File: config.mk
export PLATFORM = sky130hd
export DESIGN_NAME = max_reduce_uint32
export DESIGN_NICKNAME = d
export VERILOG_FILES = /design/src/rtl/max_reduce_pkg.sv /design/src/rtl/gt_uint_nbit.sv /design/src/rtl/max_reduce_uint32.sv
export SDC_FILE = /design/constraint.sdc
export NUM_CORES = 1
export LEC_CHECK = 0
export CAP_MARGIN = 0
export CORE_MARGIN = 10
export CORE_UTILIZATION = 52
export CTS_BUF_LIST = sky130_fd_sc_hd__clkbuf_16
export DETAILED_ROUTE_END_ITERATION = 10
export PLACE_DENSITY = 0.95
export SLEW_MARGIN = 15
export SYNTH_ARGS = -nofsm -noshare
export SYNTH_HDL_FRONTEND = slang
export SYNTH_SLANG_ARGS = --single-unit
File: constraint.sdc
create_clock -name clk -period 6 [get_ports clk]
set_clock_uncertainty 0.1 [all_clocks]
set_input_delay 1.8 -clock clk [delete_from_list [all_inputs] [get_ports clk]]
set_output_delay 1.8 -clock clk [all_outputs]
set_load 0.02 [all_outputs]
File: src/rtl/max_reduce_pkg.sv
// Shared types and constants for the streaming unsigned max-reduction block.
// The block and its comparator both import this package.
package max_reduce_pkg;

  typedef enum logic [1:0] {
    IDLE  = 2'd0,
    ACCUM = 2'd1,
    DONE  = 2'd2
  } state_e;

  localparam int unsigned IDX_WIDTH_DEF = 16;
  localparam int unsigned CNT_MAX       = (32'd1 << IDX_WIDTH_DEF) - 32'd1;

  // All-ones count limit for an arbitrary index width.
  function automatic logic [31:0] cnt_limit(input int unsigned w);
    logic [31:0] lim;
    lim = (32'd1 << w) - 32'd1;
    return lim;
  endfunction

endpackage

File: src/rtl/gt_uint_nbit.sv
// Combinational unsigned strict greater-than comparator (y = a > b).
// IMPL_TYPE 0 uses the native operator; any other value uses an MSB-first scan.
module gt_uint_nbit #(
  parameter int WIDTH     = 32,
  parameter int IMPL_TYPE = 0
) (
  input  logic [WIDTH-1:0] a,
  input  logic [WIDTH-1:0] b,
  output logic             y
);

  generate
    if (IMPL_TYPE == 0) begin : g_native
      assign y = (a > b);
    end else begin : g_scan
      logic gt_s;
      logic decided_s;

      // The first differing bit from the top decides the result.
      always_comb begin
        gt_s      = 1'b0;
        decided_s = 1'b0;
        for (int i = WIDTH - 1; i >= 0; i--) begin
          gt_s      = decided_s ? gt_s : (a[i] & ~b[i]);
          decided_s = decided_s | (a[i] ^ b[i]);
        end
      end

      assign y = gt_s;
    end
  endgenerate

endmodule

File: src/rtl/max_reduce_uint32.sv
// Streaming running-maximum reducer: one packet in over valid/ready, one
// {max, first index, count, truncated} result out over valid/ready.
module max_reduce_uint32
  import max_reduce_pkg::*;
#(
  parameter int WIDTH     = 32,
  parameter int IMPL_TYPE = 0,
  parameter int IDX_WIDTH = IDX_WIDTH_DEF
) (
  input  logic                 clk,
  input  logic                 rst,
  input  logic                 in_valid,
  output logic                 in_ready,
  input  logic [WIDTH-1:0]     in_data,
  input  logic                 in_last,
  output logic                 out_valid,
  input  logic                 out_ready,
  output logic [WIDTH-1:0]     out_max,
  output logic [IDX_WIDTH-1:0] out_idx,
  output logic [IDX_WIDTH-1:0] out_count,
  output logic                 out_trunc
);

  localparam logic [31:0]          LIM_32  = cnt_limit(IDX_WIDTH);
  localparam logic [IDX_WIDTH-1:0] CNT_LIM = LIM_32[IDX_WIDTH-1:0];
  localparam logic [IDX_WIDTH-1:0] CNT_ONE = {{(IDX_WIDTH-1){1'b0}}, 1'b1};

  state_e               state_q, state_d;
  logic [WIDTH-1:0]     max_q, max_d;
  logic [IDX_WIDTH-1:0] idx_q, idx_d;
  logic [IDX_WIDTH-1:0] cnt_q, cnt_d;
  logic                 trunc_q, trunc_d;
  logic                 in_ready_q, in_ready_d;
  logic                 out_valid_q, out_valid_d;

  logic                 accept_s;
  logic                 upd_s;
  logic [IDX_WIDTH-1:0] cnt_inc_s;

  gt_uint_nbit #(
    .WIDTH     (WIDTH),
    .IMPL_TYPE (IMPL_TYPE)
  ) u_gt (
    .a (in_data),
    .b (max_q),
    .y (upd_s)
  );

  assign accept_s  = in_valid & in_ready_q;
  assign cnt_inc_s = cnt_q + CNT_ONE;

  // Next-state, running max/index capture and result flags.
  always_comb begin
    state_d = state_q;
    max_d   = max_q;
    idx_d   = idx_q;
    cnt_d   = cnt_q;
    trunc_d = trunc_q;

    case (state_q)
      IDLE: begin
        if (accept_s) begin
          max_d   = in_data;
          idx_d   = {IDX_WIDTH{1'b0}};
          cnt_d   = CNT_ONE;
          trunc_d = 1'b0;
          if (in_last) begin
            state_d = DONE;
          end else if (CNT_ONE == CNT_LIM) begin
            state_d = DONE;
            trunc_d = 1'b1;
          end else begin
            state_d = ACCUM;
          end
        end else begin
          state_d = IDLE;
        end
      end

      ACCUM: begin
        if (accept_s) begin
          // Strictly greater keeps the earliest index on ties.
          if (upd_s) begin
            max_d = in_data;
            idx_d = cnt_q;
          end else begin
            max_d = max_q;
            idx_d = idx_q;
          end
          cnt_d = cnt_inc_s;
          if (in_last) begin
            state_d = DONE;
          end else if (cnt_inc_s == CNT_LIM) begin
            state_d = DONE;
            trunc_d = 1'b1;
          end else begin
            state_d = ACCUM;
          end
        end else begin
          state_d = ACCUM;
        end
      end

      DONE: begin
        if (out_ready) begin
          state_d = IDLE;
          trunc_d = 1'b0;
        end else begin
          state_d = DONE;
        end
      end

      default: begin
        state_d = IDLE;
      end
    endcase

    // Handshake flags are registered from the next state, never from out_ready directly.
    in_ready_d  = (state_d != DONE);
    out_valid_d = (state_d == DONE);
  end

  // State and datapath registers with synchronous reset.
  always_ff @(posedge clk) begin
    if (rst) begin
      state_q     <= IDLE;
      max_q       <= {WIDTH{1'b0}};
      idx_q       <= {IDX_WIDTH{1'b0}};
      cnt_q       <= {IDX_WIDTH{1'b0}};
      trunc_q     <= 1'b0;
      in_ready_q  <= 1'b0;
      out_valid_q <= 1'b0;
    end else begin
      state_q     <= state_d;
      max_q       <= max_d;
      idx_q       <= idx_d;
      cnt_q       <= cnt_d;
      trunc_q     <= trunc_d;
      in_ready_q  <= in_ready_d;
      out_valid_q <= out_valid_d;
    end
  end

  assign in_ready  = in_ready_q;
  assign out_valid = out_valid_q;
  assign out_max   = max_q;
  assign out_idx   = idx_q;
  assign out_count = cnt_q;
  assign out_trunc = trunc_q;

endmodule

=== Yosys cells after proc, flatten, opt, wreduce, memory -nomap -nowiden ===
Index checks and enable logic that the tools add are counted.

* Add/subtract/negate cells: 1
* Multiply operators: 0
* Divide/modulo/power cells: 0
* $lt $le $gt $ge: 1
* Eq/ne operators: 11
* Shift-type cells: 0
* Mux-type cells: 24
* Bitwise operators: 1
* Reductions and logical operators: 6

{| class="wikitable"
|+ Operators by type and width
! kind !! count
|-
| two-way mux 32 bit || 3
|-
| two-way mux 16 bit || 5
|-
| case mux 16 bit (2 select lines) || 2
|-
| case mux 32 bit (2 select lines) || 1
|-
| greater-than comparator 32 bit || 1
|-
| adder 16 x 1 -> 16 bit, second input constant || 1
|-
| equality test 16 bit, second input constant || 1
|-
| two-way mux 2 bit || 6
|-
| inequality test 2 bit, second input constant || 6
|-
| case mux 2 bit (3 select lines) || 1
|-
| AND reduction 6 bit || 1
|-
| two-way mux 1 bit || 5
|-
| equality test 2 bit, second input constant || 2
|-
| AND reduction 4 bit || 1
|-
| case mux 1 bit (3 select lines) || 1
|-
| AND reduction 3 bit || 1
|-
| nonzero test 3 bit || 1
|-
| equality test 2 x 1 -> 1 bit, second input constant || 1
|-
| zero test 2 bit || 1
|-
| inequality test 2 x 1 -> 1 bit, second input constant || 1
|-
| nonzero test 2 bit || 1
|-
| AND 1 bit || 1
|}

* Register bits: 69
* Latch bits: 0
* RAM bits: 0
* Bits in read-only memories: 0
* Input port bits: 37
* Output and inout port bits: 67
* Word-level logic and storage cells: 51
* Memories kept: 0

=== Logic depth before layout (Yosys ltp) ===
Gate-level depths: netlist of the first run.

* Depth in word-level cells: 7
* Depth in mapped cells: 11
* Mapped depth without buffers: 9

=== Cells and area by module ===
From an unflattened synthesis of the first run, not the netlist that was laid out.

* Cells, all modules: 498
* Area total of the unflattened synthesis: 3842.4 um2

{| class="wikitable"
|+ Modules (own cells, without submodules)
! module !! times used !! cells each !! area an instance (um2) !! seq. area each (um2)
|-
| max_reduce_uint32 || 1 || 386 || 3036.7 || 1381.3
|-
| gt_uint_nbit || 1 || 112 || 805.8 || 0.0
|}

=== Least setup slack after synthesis of the first run ===
No wires, ideal clock.

* Path type: input port to flip-flop
* From: input port in_data[11]
* To: register max_q[31], in the netlist out_max[31]
* Library setup time: 128 ps
* Arrival: 3723 ps
* Required time: 5772 ps
* Setup slack: 2049 ps
* Stages on the path: 10
* Path buffers: 2
* Cells stage by stage: ha_1 and3_1 a211oi_1 a21oi_1 o31a_1 o221ai_1 buf_2 buf_2 mux2i_1 nor2_1

* Word-level cells in the longest chain between the ends: 3

{| class="wikitable"
|+ Ends and longest elaborated chain
! element !! RTL line !! RTL
|-
| from (decl) || max_reduce_uint32.sv:14 || <nowiki>input logic [WIDTH-1:0] in_data,</nowiki>
|-
| greater-than comparator 32 bit || gt_uint_nbit.sv:14 || <nowiki>assign y = (a > b);</nowiki>
|-
| inequality test 2 x 1 -> 1 bit (no source line) || n/a ||
|-
| AND reduction 4 bit (no source line) || n/a ||
|-
| to (signal assigned) || max_reduce_uint32.sv:127 || <nowiki>max_q <= {WIDTH{1'b0}};</nowiki>
|-
| to (signal assigned) || max_reduce_uint32.sv:135 || <nowiki>max_q <= max_d;</nowiki>
|-
| to (decl) || max_reduce_uint32.sv:29 || <nowiki>logic [WIDTH-1:0] max_q, max_d;</nowiki>
|}

Every way passes these cells.
A chain may end at the register's enable or synchronous reset.

=== Final worst setup path of the first run ===
* From: input port in_data[30]
* To: register max_q[14], in the netlist out_max[14]

Same word-level chain as after synthesis.

==> results of run 1 <==
## worst max path at each step
stage / cells after the start / startpoint / slack (ns) / end
after floorplan: 10 / in_data[11] / 2.05 / out_max[31]
after global placement: 9 / in_data[31] / 1.03 / out_max[22]
after detailed placement: 9 / in_data[30] / 0.91 / out_max[12]
after CTS: 9 / in_data[30] / 1.23 / out_max[22]
after global routing: 9 / in_data[30] / 1.04 / out_max[14]
final: 9 / in_data[30] / 1.21 / out_max[14]
## metal layers
metal / global-route usage / part of all wire
met1: 0.197 / 0.39
met2: 0.328 / 0.50
met3: 0.0762 / 0.094
met4: 0.0529 / 0.017
met5: 0 / 0
## Yosys cell counts (4+ instances only)
| master | number |
|---|---|
| nor2_1 | 59 |
| clkbuf_1 | 9 |
| inv_1 | 37 |
| dfxtp_1 | 69 |
| buf_2 | 11 |
| nor3_1 | 15 |
| o21ai_0 | 12 |
| mux2i_1 | 34 |
| nand4_1 | 10 |
| nand2_1 | 30 |
| a22o_1 | 15 |
| a21oi_1 | 30 |
| nor2b_1 | 5 |
| a21o_1 | 4 |
| nand3_1 | 12 |
| ha_1 | 34 |
## layout make-up
class	count	area, um^2	area share
clock buffers	9	225	0.0445
clock inverters	7	32.5	0.00643
inverters	37	139	0.0274
multi-input cells	307	2120	0.419
flip-flops and latches	69	1380	0.273
well taps	96	120	0.0237
repair buffers	105	1040	0.206
## power groups by stage
stage                     Sequential (mW)  Combinational (mW)  Clock, mW
final                               0.485               0.179      0.464
after global routing                0.486               0.196      0.486
after CTS                           0.484               0.179      0.465
after detailed placement            0.494               0.177          0
after global placement              0.493               0.168          0
after floorplan                     0.506              0.0857          0
## stage by stage
stage,hold WS [ns],cells
2_1_floorplan,0.418,437
3_3_place_gp,0.360,614
3_5_place_dp,0.365,614
4_1_cts,0.382,630
5_1_grt,0.397,630
6_report,0.377,630
## worst reg2reg max path, delay by kind of cell (launching register included)
kind,cells,cell delay [ns]
adder cells (fa/ha/maj),1,0.32
AND/OR/NAND/NOR,4,1.05
AO/OA/AOI/OAI,1,0.49
multiplexers,1,0.26
flip-flops,1,0.37
buffers and inverters,2,0.53
## kinds of logic (layout without fill, tap and decap cells)
family                     after synthesis  count (layout)
AOI/OAI and AO/OA                       78              78
xor gates and xnor gates                 4               4
muxes                                   34              34
adders and majority gates               34              34
DFF                                     69              69
buffers and inverters                   61             158
and+or+nand+nor                        157             157
## state kept, by name, summed over array words and instances, names as in the netlist
name       flops
out_count     16
out_max       32
in_ready       1
state_q        2
out_trunc      1
out_idx       16
out_valid      1
==> summary.txt, run 1 <==
Worst setup path
  • Cells on worst reg2reg path: 9
  • Top delay family on crit path: simple AND/OR/NAND/NOR gates
  • WP data required: 6.06 ns
  • R2r setup slk: 2.72 ns
  • Slowest cell on crit path: nor4_1
  • Critical R2R Capture: out_max[14]
  • Critical Path End Type: flip-flop
  • Worst setup SP type: input pin
  • Worst-path maximum fanout: 24
  • Critical path class: in2reg
  • Critical Path AT: 4.85 ns
  • Buffers & Inverters on Critical Path: 2
  • Critical path's largest stage delay: 0.53 ns
  • RR Startpoint: out_max[30]
  • CP cell instances: clkdlybuf4s50_1 > ha_1 > nand4_1 > nor4_1 > nand3_1 > o221ai_4 > buf_4 > mux2i_1 > nor2_1

Clocking
  • CTS Buf Count: 9
  • Clock transition at path regs: 0.06 ns
  • CTS Sinks: 69
  • Clock Latency Late Sink: 0.33 ns
  • Quantity of gates resized following cts: 0
  • Setup Buffers After CTS: 0
  • Clock buffer depth: 2
  • CTS HTree Levels: 3
  • CTS tree: built
  • Clock root cell: clkbuf_16
  • Post-CTS Hold Buffers: 0

Logic synthesis
  • Syn_nets: 508
  • Mean post-synth cell area: 8.56 um^2
  • Post-Synth XOR/XNOR Area: 0.00936
  • Post-Syn Instances: 437
  • Compound-Gate Fraction of Synth Area: 0.139
  • Flop and latch count out of synthesis: 69
  • Yosys cell types: 52
  • Yosys top cell area share: 0.369
  • Simple-Gate Fraction of Synth Area: 0.209
  • Synthesized area: 3740 um^2
  • Yosys warning count: 0
  • Largest family of logic cells by synthesized area: simple AND/OR/NAND/NOR gates
  • Adder-Cell Fraction of Synth Area: 0.114
  • Ys flop type: dfxtp_1
  • Post-synth ARST share: 0
  • Largest cells by area after synthesis: dfxtp_1 37%, ha_1 11%, mux2i_1 9.1%
  • Area leader, netlist: dfxtp_1
  • Number of flops mapped to enable cells by yosys: 0
  • Sequential-to-total area share from yosys stat: 0.369
  • Mux cell area share after synthesis: 0.0909

Die
  • IO Pins: 104
  • Core area: 6910 um^2
  • Die H: 105 um
  • Die X: 105 um
  • DIE AREA: 11000 um^2
  • # rows: 30
  • Initial core utilization: 0.542

Final layout
  • Most common cell after layout, fill and taps aside: clkdlybuf4s50_1
  • Share of cells above drive strength 1: 0.0449
  • Fillers: 511
  • Layout Utilization: 0.733
  • Ant diodes: 0
  • Most frequent cells in the layout: 102 x clkdlybuf4s50_1, 69 x dfxtp_1, 59 x nor2_1, 37 x inv_1
  • Area growth syn-to-layout: 35.3%
  • Final Instance Area: 5060 um^2
  • Nets: 600

Global routing
  • Grt total ovfl: 0
  • Vias in the first global route: 3569
  • First-pass GRT wire length: 17200 um
  • Largest net degree at the start of global routing: 58
  • Total GRT Usage: 0.185
  • Initial antenna violation count: 0

Timing
  • Endpoints failing setup: 0
  • Worst rel slew slack: 0.303
  • Final min period: 4.79 ns
  • Max Freq: 0.209 GHz
  • Final period util: 0.798
  • Final worst slack: 1.21 ns
  • Setup TNS: 0 ns
  • Max-slew violations: 0
  • Unrepaired setup endpoints after global routing: no
  • Worst Tran Pin Value: 1.05 ns
  • Fin. Hold Viols: 0

Detailed routing
  • DR vias/cell: 5.66
  • DR pass1 iterations: 5
  • Wirelength per Cell: 17.0 um
  • Final ANT Viol Nets: 0
  • DRT iter0 DRCs: 186
  • Routed via count: 3567
  • DRC Markers: 0
  • Final WL: 10700 um

Power and ir drop
  • Sw frac: 0.265
  • Switching pwr: 0.298 mW
  • Leakage: 2.07 nW
  • Share of power burned in combinational logic: 0.159
  • Power share of the clock group: 0.411
  • Power, Total: 1.13 mW
  • VDD IR max: 196 uV
  • Pint: 0.829 mW
  • Register share of total power: 0.430
  • Power per cell area: 223 nW/um^2

Worst hold path
  • Hold wc startpoint: out_idx[13]
  • Worst Hold End: out_idx[13]
  • Hold Path Stages: 1
  • Hold Path Class: reg2reg

Place
  • DP HPWL: 7910 um
  • Number of port buffers: 103
  • DP Worst Slack: 0.913 ns
  • RePlAce Congestion: 0.846
  • Cell area after placement: 4800 um^2

Job
  • Max cap viols: 0

Status
  • Status: finished clean
(Power assumes the default switching activity.)
==> run 2, diff against run 1 <==
- CORE_UTILIZATION: 52 -> 48
- PLACE_DENSITY: 0.95 -> 0.92
- clock period: 6 -> 4.5 ns (I/O delays scaled with it)
==> run 2 against run 1 <==
Compared with the run above:
- register-to-register slack worse by 1.2 ns
- setup slack worse by 0.74 ns
- first-iteration DRC count is 35% lower
- final cell count is 1.3% higher
- largest cell class unchanged
- critical endpoint is now out_idx[11]
- power is 40% higher
- final area is 1.5% higher
- non-clock buffer count is 2 higher
- routed wire length is 1.5% lower
- clock power is 49% higher
- combinational power is 34% higher
- hold slack worse by 0.0032 ns
==> summary.txt, run 2 (synthesis results as in run 1) <==
Final layout
  • Area growth syn-to-layout: 37.2% (was 35.3%)
  • Ant diodes: 0 (unchanged)
  • Max reg flops: 32 (unchanged)
  • Nets: 602 (was 600)
  • Most frequent cells in the layout: 102 x clkdlybuf4s50_1, 69 x dfxtp_1, 59 x nor2_1, 37 x inv_1 (unchanged)
  • Layout Utilization: 0.672 (was 0.733)
  • Most common cell after layout, fill and taps aside: clkdlybuf4s50_1 (unchanged)
  • Share of cells above drive strength 1: 0.0578 (was 0.0449)

Power and ir drop
  • Switching pwr: 0.409 mW (was 0.298 mW)
  • Register share of total power: 0.409 (was 0.430)
  • VDD IR max: 276 uV (was 196 uV)
  • Power per cell area: 307 nW/um^2 (was 223 nW/um^2)
  • Leakage: 2.10 nW (was 2.07 nW)
  • Sw frac: 0.259 (was 0.265)
  • Share of power burned in combinational logic: 0.152 (was 0.159)
  • Power share of the clock group: 0.439 (was 0.411)
  • Pint: 1.17 mW (was 0.829 mW)

Detailed routing
  • Routed via count: 3525 (was 3567)
  • DR pass1 iterations: 4 (was 5)
  • Final ANT Viol Nets: 0 (unchanged)
  • DRT iter0 DRCs: 120 (was 186)
  • Final WL: 10600 um (was 10700 um)
  • DRC Markers: 0 (unchanged)
  • Wirelength per Cell: 16.6 um (was 17.0 um)
  • DR vias/cell: 5.53 (was 5.66)

Worst setup path
  • Worst setup SP type: input pin (unchanged)
  • Critical path class: in2reg (unchanged)
  • Worst-path maximum fanout: 15 (was 24)
  • WP data required: 4.67 ns (was 6.06 ns)
  • Critical Path AT: 4.20 ns (was 4.85 ns)
  • Critical Path End Type: flip-flop (unchanged)

Clocking
  • CTS tree: built (unchanged)
  • CTS Buf Count: 9 (unchanged)
  • Clock transition at path regs: 0.06 ns (about the same)
  • Post-CTS Hold Buffers: 0 (unchanged)
  • CTS HTree Levels: 3 (unchanged)
  • Setup Buffers After CTS: 0 (unchanged)
  • CTS Sinks: 69 (unchanged)
  • Quantity of gates resized following cts: 0 (unchanged)
  • Clock Latency Late Sink: 0.33 ns (about the same)
  • Clock root cell: clkbuf_16 (unchanged)
  • Clock buffer depth: 2 (unchanged)

Die
  • Die H: 108 um (was 105 um)
  • IO Pins: 104 (unchanged)
  • Die X: 108 um (was 105 um)
  • Initial core utilization: 0.489 (was 0.542)
  • # rows: 32 (was 30)
  • DIE AREA: 11700 um^2 (was 11000 um^2)
  • Core area: 7650 um^2 (was 6910 um^2)

Global routing
  • Vias in the first global route: 3557 (was 3569)
  • Initial antenna violation count: 0 (unchanged)
  • Grt total ovfl: 0 (unchanged)
  • First-pass GRT wire length: 16900 um (was 17200 um)
  • Largest net degree at the start of global routing: 38 (was 58)
  • Total GRT Usage: 0.176 (was 0.185)

Timing
  • Worst Tran Pin Value: 0.958 ns (was 1.05 ns)
  • Endpoints failing setup: 0 (unchanged)
  • Fin. Hold Viols: 0 (unchanged)
  • Setup TNS: 0 ns (unchanged)
  • Final min period: 4.03 ns
  • Worst rel slew slack: 0.358 (was 0.303)
  • Unrepaired setup endpoints after global routing: no (unchanged)
  • Final period util: 0.895
  • Max Freq: 0.248 GHz
  • Max-slew violations: 0 (unchanged)

Place
  • RePlAce Congestion: 0.887 (was 0.846)
  • DP HPWL: 7930 um (was 7910 um)
  • Number of port buffers: 103 (unchanged)

Job
  • Max cap viols: 0 (unchanged)

Status
  • Status: finished clean (unchanged)

Worst hold path
  • Hold Path Class: reg2reg (unchanged)
## run 2: area by class of cell
class	count	area [um^2]
tap	102	128
clock buffer	9	225
timing repair buffer	107	1070
clock inverter	7	66.3
sequential	69	1380
fill	579	2510
multi-input combinational	307	2130
inverter	37	139
## run 2: power groups by stage
stage	Clock (mW)	Combinational (mW)	Sequential [mW]
floorplan	0	0.114	0.674
global placement	0	0.229	0.657
detailed placement	0	0.238	0.659
CTS	0.701	0.241	0.646
global route	0.724	0.263	0.648
finish	0.692	0.240	0.646
## run 2: path summary, 6_finish.rpt
kind	start	end	slack, ns	cells past startpoint
worst max-delay path	in_data[31]	out_idx[11]	0.47	8
worst min-delay path	out_idx[3]	out_idx[3]	0.37	1
worst max register to register	out_max[27]	out_idx[11]	1.55	8
worst min register to register	out_idx[3]	out_idx[3]	0.37	1
## run 2: through the flow
step	cell area, um^2	power [mW]	instances	worst slack, ns	hold slack [ns]
final	5140	1.58	638	0.473	0.374
after global routing	5140	1.63	638	0.218	0.391
after CTS	5140	1.59	638	0.427	0.380
after detailed placement	4840	0.897	622	0.0749	0.364
after global placement	4840	0.886	622	0.213	0.362
after floorplan	3740	0.788	437	0.999	0.418
## run 2: routing by layer
metal	track usage	routed length, um	vias up
met5	0	0	-
met4	0.0800	275	0
met3	0.0750	1040	26
met2	0.302	5200	126
met1	0.184	4070	1657
li1	-	-	1716
## run 2: worst max-delay path, cell delays in order
cell and delay, ns:
clkdlybuf4s50_1 0.46, ha_1 0.32, nand4_1 0.17, nor4_1 0.44, o31a_1 0.28, o21ai_0 0.15
nor3_2 0.79, a22o_1 0.24
